===== config.mk =====
export PLATFORM = sky130hd
export DESIGN_NAME = core_mac
export DESIGN_NICKNAME = d
export VERILOG_FILES = /design/src/rtl/core_mac_pkg.sv /design/src/rtl/core_mac_seq_multiplier.sv /design/src/rtl/core_mac.sv
export SDC_FILE = /design/constraint.sdc
export NUM_CORES = 1
export LEC_CHECK = 0
export ABC_CLOCK_PERIOD_IN_PS = 6200
export CAP_MARGIN = 25
export CORE_MARGIN = 2
export CORE_UTILIZATION = 61
export DETAILED_ROUTE_END_ITERATION = 8
export GPL_ROUTABILITY_DRIVEN = 1
export GPL_TIMING_DRIVEN = 0
export PLACE_DENSITY = 0.83
export SYNTH_ARGS = -nofsm -noshare
export SYNTH_HDL_FRONTEND = slang
export SYNTH_SLANG_ARGS = --single-unit

===== constraint.sdc =====
create_clock -name clk -period 6.2 [get_ports clk]
set_clock_uncertainty 0.1 [all_clocks]
set_input_delay 0.93 -clock clk [delete_from_list [all_inputs] [get_ports clk]]
set_output_delay 0.93 -clock clk [all_outputs]
set_load 0.01 [all_outputs]

===== src/rtl/core_mac_pkg.sv =====
// Shared constants for core_mac: opcode classes, unary codes, register map and FSM states.
package core_mac_pkg;

   localparam logic [1:0] CLS_LOAD  = 2'b00;
   localparam logic [1:0] CLS_ALU   = 2'b01;
   localparam logic [1:0] CLS_UNARY = 2'b10;
   localparam logic [1:0] CLS_STORE = 2'b11;

   localparam logic [2:0] UN_CLEAR = 3'b000;
   localparam logic [2:0] UN_NEG   = 3'b001;
   localparam logic [2:0] UN_ASR   = 3'b010;
   localparam logic [2:0] UN_SHL   = 3'b011;
   localparam logic [2:0] UN_ABS   = 3'b100;

   localparam logic [4:0] REG_ZERO        = 5'd14;
   localparam logic [4:0] REG_CORE_ID     = 5'd15;
   localparam logic [4:0] REG_GLOBAL_BASE = 5'd16;

   typedef enum logic [1:0] {IDLE, MUL, WB} mac_state_e;

endpackage


===== src/rtl/core_mac_seq_multiplier.sv =====
// Unsigned radix-2 shift-add multiplier; one partial product per cycle after start_i.
module seq_multiplier #(
   parameter int W = 8
) (
   input  logic           clk,
   input  logic           rst,
   input  logic           start_i,
   input  logic [W-1:0]   a_i,
   input  logic [W-1:0]   b_i,
   output logic           last_o,
   output logic [2*W-1:0] product_o
);

   localparam int CW = $clog2(W);

   logic [2*W-1:0] mcand_q;
   logic [W-1:0]   mplier_q;
   logic [2*W-1:0] prod_q;
   logic [CW-1:0]  cnt_q;
   logic           busy_q;

   always_ff @(posedge clk) begin
      if (rst) begin
         mcand_q  <= '0;
         mplier_q <= '0;
         prod_q   <= '0;
         cnt_q    <= '0;
         busy_q   <= 1'b0;
      end else if (start_i) begin
         mcand_q  <= (2*W)'(a_i);
         mplier_q <= b_i;
         prod_q   <= '0;
         cnt_q    <= CW'(W-1);
         busy_q   <= 1'b1;
      end else if (busy_q) begin
         if (mplier_q[0]) prod_q <= prod_q + mcand_q;
         mcand_q  <= mcand_q << 1;
         mplier_q <= mplier_q >> 1;
         if (cnt_q == '0) busy_q <= 1'b0;
         else             cnt_q  <= cnt_q - 1'b1;
      end
   end

   // High during the cycle whose edge adds the final partial product.
   assign last_o    = busy_q && (cnt_q == '0);
   assign product_o = prod_q;

endmodule


===== src/rtl/core_mac.sv =====
// Shader core with local/global register reads, wide signed accumulator and iterative signed MAC.
module core_mac
   import core_mac_pkg::*;
#(
   parameter int CORE_ID        = 0,
   parameter int BIT_WIDTH      = 8,
   parameter int NR_LOCAL_REGS  = 8,
   parameter int NR_GLOBAL_REGS = 9,
   parameter int ACC_WIDTH      = 2*BIT_WIDTH+4
) (
   input  logic                                clk,
   input  logic                                rst,
   input  logic [15:0]                         opcode,
   input  logic                                execute,
   input  logic [NR_GLOBAL_REGS*BIT_WIDTH-1:0] global_registers_in,
   output logic                                ready,
   output logic [ACC_WIDTH-1:0]                accu,
   output logic                                overflow
);

   // state | meaning
   // IDLE  | accepting opcodes; single-cycle ops retire here
   // MUL   | seq_multiplier running, execute ignored
   // WB    | signed product written or accumulated into accu

   localparam int BW = BIT_WIDTH;
   localparam int AW = ACC_WIDTH;
   localparam int LW = $clog2(NR_LOCAL_REGS);
   localparam logic [AW-1:0] SAT_MAX = AW'((1 << (BW-1)) - 1);
   localparam logic [AW-1:0] SAT_MIN = ~SAT_MAX;

   mac_state_e        state_q;
   logic [BW-1:0]     regs_q [NR_LOCAL_REGS];
   logic [AW-1:0]     accu_q;
   logic              ovf_q, ready_q, sign_q, mac_q, sub_q;

   logic [NR_LOCAL_REGS*BW-1:0] regs_flat;
   logic [BW-1:0]     op_a, op_b, abs_a, abs_b, wr_data;
   logic [AW-1:0]     a_ext, b_ext, alu_accu, p_ext, p_signed, wb_accu, st_v;
   logic [AW:0]       res, wb_res;
   logic              alu_ovf, wr_en, is_mul, acc_min, mul_last, start_mul, wb_ovf;
   logic [2*BW-1:0]   mul_prod;

   function automatic logic [BW-1:0] sel_reg(input logic [4:0] idx,
                                             input logic [NR_LOCAL_REGS*BW-1:0] loc,
                                             input logic [NR_GLOBAL_REGS*BW-1:0] glb);
      int i;
      i = int'(idx);
      sel_reg = '0;
      if (i < NR_LOCAL_REGS)              sel_reg = loc[i*BW +: BW];
      else if (i == int'(REG_ZERO))       sel_reg = '0;
      else if (i == int'(REG_CORE_ID))    sel_reg = BW'(CORE_ID);
      else if (i >= int'(REG_GLOBAL_BASE) && i < int'(REG_GLOBAL_BASE) + NR_GLOBAL_REGS)
         sel_reg = glb[(i - int'(REG_GLOBAL_BASE))*BW +: BW];
   endfunction

   // Returns {signed_overflow, result}.
   function automatic logic [AW:0] addsub(input logic [AW-1:0] x, input logic [AW-1:0] y,
                                          input logic sub);
      logic [AW-1:0] s;
      logic          o;
      s = sub ? x - y : x + y;
      o = ((x[AW-1] ^ y[AW-1]) == sub) && (s[AW-1] != x[AW-1]);
      return {o, s};
   endfunction

   always_comb begin
      for (int i = 0; i < NR_LOCAL_REGS; i++) regs_flat[i*BW +: BW] = regs_q[i];
   end

   assign op_a    = sel_reg(opcode[13:9], regs_flat, global_registers_in);
   assign op_b    = sel_reg({1'b0, opcode[8:5]}, regs_flat, global_registers_in);
   assign a_ext   = AW'($signed(op_a));
   assign b_ext   = AW'($signed(op_b));
   assign abs_a   = op_a[BW-1] ? -op_a : op_a;
   assign abs_b   = op_b[BW-1] ? -op_b : op_b;
   assign is_mul  = (opcode[15:14] == CLS_ALU) && opcode[1];
   assign acc_min = accu_q[AW-1] && (accu_q[AW-2:0] == '0);
   assign wr_en   = ((opcode[15:14] == CLS_LOAD) || ((opcode[15:14] == CLS_STORE) && opcode[8]))
                    && (int'(opcode[13:9]) < NR_LOCAL_REGS);
   assign start_mul = (state_q == IDLE) && execute && is_mul;

   always_comb begin
      alu_accu = accu_q;
      alu_ovf  = ovf_q;
      wr_data  = '0;
      res      = '0;
      st_v     = '0;
      case (opcode[15:14])
         CLS_LOAD: wr_data = BW'($signed(opcode[7:0]));
         CLS_ALU: begin
            if (!opcode[1]) begin
               res      = addsub(opcode[2] ? accu_q : a_ext, opcode[3] ? accu_q : b_ext, opcode[0]);
               alu_accu = res[AW-1:0];
               alu_ovf  = ovf_q | res[AW];
            end
         end
         CLS_UNARY: begin
            case (opcode[2:0])
               UN_CLEAR: begin
                  alu_accu = '0;
                  alu_ovf  = 1'b0;
               end
               UN_NEG: begin
                  alu_accu = -accu_q;
                  alu_ovf  = ovf_q | acc_min;
               end
               UN_ASR: alu_accu = $signed(accu_q) >>> opcode[6:3];
               UN_SHL: alu_accu = accu_q << opcode[6:3];
               UN_ABS: begin
                  alu_accu = accu_q[AW-1] ? -accu_q : accu_q;
                  alu_ovf  = ovf_q | acc_min;
               end
               default: alu_accu = accu_q;
            endcase
         end
         default: begin
            st_v    = $signed(accu_q) >>> opcode[7:4];
            wr_data = st_v[BW-1:0];
            if (opcode[3] && ($signed(st_v) > $signed(SAT_MAX))) begin
               wr_data = {1'b0, {(BW-1){1'b1}}};
               alu_ovf = ovf_q | opcode[8];
            end else if (opcode[3] && ($signed(st_v) < $signed(SAT_MIN))) begin
               wr_data = {1'b1, {(BW-1){1'b0}}};
               alu_ovf = ovf_q | opcode[8];
            end
         end
      endcase
   end

   assign p_ext    = AW'(mul_prod);
   assign p_signed = sign_q ? -p_ext : p_ext;
   assign wb_res   = addsub(accu_q, p_signed, sub_q);
   assign wb_accu  = mac_q ? wb_res[AW-1:0] : p_signed;
   assign wb_ovf   = mac_q & wb_res[AW];

   seq_multiplier #(.W(BW)) u_mult (
      .clk       (clk),
      .rst       (rst),
      .start_i   (start_mul),
      .a_i       (abs_a),
      .b_i       (abs_b),
      .last_o    (mul_last),
      .product_o (mul_prod)
   );

   always_ff @(posedge clk) begin
      if (rst) begin
         state_q <= IDLE;
         accu_q  <= '0;
         ovf_q   <= 1'b0;
         ready_q <= 1'b1;
         sign_q  <= 1'b0;
         mac_q   <= 1'b0;
         sub_q   <= 1'b0;
         for (int i = 0; i < NR_LOCAL_REGS; i++) regs_q[i] <= '0;
      end else begin
         case (state_q)
            IDLE: begin
               if (execute) begin
                  if (is_mul) begin
                     state_q <= MUL;
                     ready_q <= 1'b0;
                     sign_q  <= op_a[BW-1] ^ op_b[BW-1];
                     mac_q   <= opcode[4];
                     sub_q   <= opcode[0];
                  end else begin
                     accu_q <= alu_accu;
                     ovf_q  <= alu_ovf;
                     if (wr_en) regs_q[opcode[9 +: LW]] <= wr_data;
                  end
               end
            end
            MUL: if (mul_last) state_q <= WB;
            WB: begin
               accu_q  <= wb_accu;
               ovf_q   <= ovf_q | wb_ovf;
               ready_q <= 1'b1;
               state_q <= IDLE;
            end
            default: state_q <= IDLE;
         endcase
      end
   end

   assign ready    = ready_q;
   assign accu     = accu_q;
   assign overflow = ovf_q;

endmodule


==> qor.yml <==
power_and_ir_drop:
  p_total_mw: 3.58
  ir_drop_uv: 219
  p_leak_nw: 6.35
  power.density_nw_per_um2: 208
setup_path:
  rrSetupSlack_ns: 0.32
  cp_max_fo: 10
  slowest_delay_ns: 0.57
  r2r_start: "u_mult.product_o[0]"
  worstPathCellList: "clkdlybuf4s50_1 > clkbuf_1 > clkbuf_2 > o22ai_1 > o21ai_0 > o21ai_0 > o21ai_0 > ha_1 > a21oi_1 > o21ai_0 > a31o_1 > a31o_2 > a221o_1 > xor2_1 > and4_1 > a221oi_1 > a21oi_1"
  crit_arrival_ns: 6.36
  ff2ff_path_depth: 19
  worstSetupEndpoint: "overflow"
  regToRegEndpoint: "accu[19]"
  path_common_cell: "o21ai_0"
  critPathCaptureType: "flip-flop"
  critPathKind: "in -> reg"
  worst_setup_path_start_kind: "input pin"
  slowest_stage: "clkdlybuf4s50_1"
  cp.required_ns: 6.43
  crit_start: "opcode[13]"
finish:
  drive_gt1_frac: 0.115
  num-nets-final: 2109
  final_util: 0.710
  syn2layout_area_growth_pct: 14.2
  layout_commonest_cell: "nor2_1"
  layout_common_cells: "244 x nor2_1, 163 x a21oi_1, 146 x nand2_1"
timing:
  slew_headroom: 0.253
  clock.fmax_mhz: 163
  final_hold_viol_count: 0
  timing.final.crit_period_ns: 6.13
  rsz0062_at_grt: "no"
  drv_slew: 0
  fin_crit_sh: 0.988
  setup_viol_count_final: 0
  worstMarginPinSlew_ns: 1.12
  holdWs_ns: 0.420
global_routing:
  grt_util_met3: 0.108
  grt-ovfl-total: 0
  grt_usage: 0.462
  met2_usage: 0.712
  grt_pass1_vias: 15900
  grt_pass1_wl_mm: 91.8
  use_met1: 0.583
  antenna_found_initial: 1
  grt_max_degree: 20
  top_usage_layer: "met2"
synthesis:
  synth.yosys.seq_area_share: 0.221
  ys_ff_latch: 135
  synthArstFlopShare: 0
  yosys_warnings: 0
  syn_area_sq_um: 15100
  synth-main-ff-cell: "dfxtp_1"
  synth-edff-count: 64
  syn_nets: 1984
  synth_cells: 1828
  yosysUniqueCellTypes: 88
  syn_area_per_cell_sq_um: 8.28
routing:
  dr_total_vias: 16600
  post-route-drc-count: 0
  post_drt_wl_per_cell_um: 26.6
  drt_wl_total_mm: 61.0
  drtPass1Iterations: 8
  viasPerCell: 7.25
  ant_nets: 0
  drtIter0Drc: 2435
clock_network:
  numCtsBuffers: 17
  cts.clk_slew.worst_paths_ns: 0.07
  cts_root_buffer: "clkbuf_16"
  cts_tree: "done"
  clock_sinks: 135
  clk_latency_ns: 0.44
  ctsLongestPathBuffers: 2
  htreeDepth: 4
placed_design:
  port_buffers: 104
  gp_congestion: 1.08
  dpl.hpwl_mm: 45.5
outcome:
  status: "finished, final reports clean"
floorplanning:
  core_area_sq_um: 24300
  rows: 57
  io_pins: 113
  die_w_um: 161
  initial_core_util: 0.622
  die_area_sq_um: 26100
  fp.dieH_um: 161
worst_hold_path:
  worstHoldStart: "ready"
  hold_path.class: "reg -> reg"
job:
  max_cap_violations: 0
[state kept, by name, summed over array words and instances (netlist names)]
| name | count |
|---|---|
| mac_q | 1 |
| u_mult.busy_q | 1 |
| u_mult.mcand_q | 16 |
| state_q | 2 |
| sign_q | 1 |
| u_mult.mplier_q | 8 |
| u_mult.cnt_q | 3 |
| overflow | 1 |
| accu | 20 |
| u_mult.product_o | 16 |
| regs_q | 64 |
| ready | 1 |
| sub_q | 1 |
[synthesized netlist by cell type, types with 17 or more instances]
master      n  area share
nand2_1   146       0.036
a211oi_1   37       0.018
nand3_1    25      0.0083
inv_1      51       0.013
o21ai_0    85       0.028
nor2b_1    28       0.012
edfxtp_1   64        0.13
xnor2_1    74       0.043
dfxtp_1    71       0.094
buf_2      32       0.011
a21oi_1   165       0.055
ha_1       62       0.051
nor2_1    245       0.061
a31oi_1    21      0.0087
nand2b_1   41       0.017
mux4_2     78        0.12
nor3_1     45       0.015
o211ai_1   20      0.0099
mux2i_1    86       0.057
o221ai_1   17      0.0098
clkbuf_1   89       0.022
o22ai_1    18      0.0074
xor2_1     46       0.027
a21o_1     18      0.0089
[cell type report]
type	count	area, sq um
diodes	1	2.50
repair buffers	107	1070
fillers	1822	7050
inverters	52	195
clock buffers	18	439
well taps	324	405
flip-flops and latches	135	3340
clock inverters	14	151
plain buffers	142	653
multi-input cells	1498	11000
[cell families after synthesis]
group	synth area share
buf+inv	0.0538
flops	0.221
xor+xnor	0.0716
mux	0.185
fa+ha+maj	0.0552
simple gates	0.196
compound gates	0.217
[worst min path at each step]
stage	depth (start not counted)	end
6_report	1	ready
5_1_grt	1	ready
4_1_cts	1	ready
3_5_place_dp	1	ready
3_3_place_gp	2	u_mult.mcand_q[15]
2_1_floorplan	2	u_mult.product_o[14]
[through the flow]
step / std cells / setup TNS [ns] / worst slack [ns] / instance area, sq um
after floorplan: 1828 / 0 / 0.409 / 15100
after global placement: 2256 / -9.64 / -1.32 / 16600
after detailed placement: 2256 / -11.48 / -1.47 / 16600
after CTS: 2287 / 0 / 0.0178 / 17200
after global routing: 2291 / 0 / 0.00239 / 17300
final: 2291 / 0 / 0.0715 / 17300
[repair_timing]
action,in CTS,in global routing
hold buffers,0,0
hold endpoints to repair,0,0
pin swaps,0,1
gates resized for setup,12,28
buffers inserted,0,2
endpoints found under the setup margin,12,3
cloned,0,0
[worst max-delay path: cells and delay by family]
kind | cells | cell delay (ns)
AO/OA/AOI/OAI | 11 | 3.30
buffers and inverters | 3 | 1.37
adder cells (fa/ha/maj) | 1 | 0.29
XOR/XNOR | 1 | 0.22
AND/OR/NAND/NOR | 1 | 0.22
[layer usage]
layer / vias up / routed length [um]
li1: 7063 / -
met1: 7745 / 21700
met2: 1454 / 26600
met3: 357 / 7960
met4: 0 / 4770
met5: - / 0
[where the power goes]
part	leakage (nW)	total, mW	switching (mW)	internal (mW)
registers	1.23	1.02	0.0556	0.962
logic	4.82	1.51	0.891	0.615
clock network	0.295	1.06	0.477	0.583
total	6.35	3.58	1.42	2.16
No activity file was read; power rests on OpenSTA's default activity.
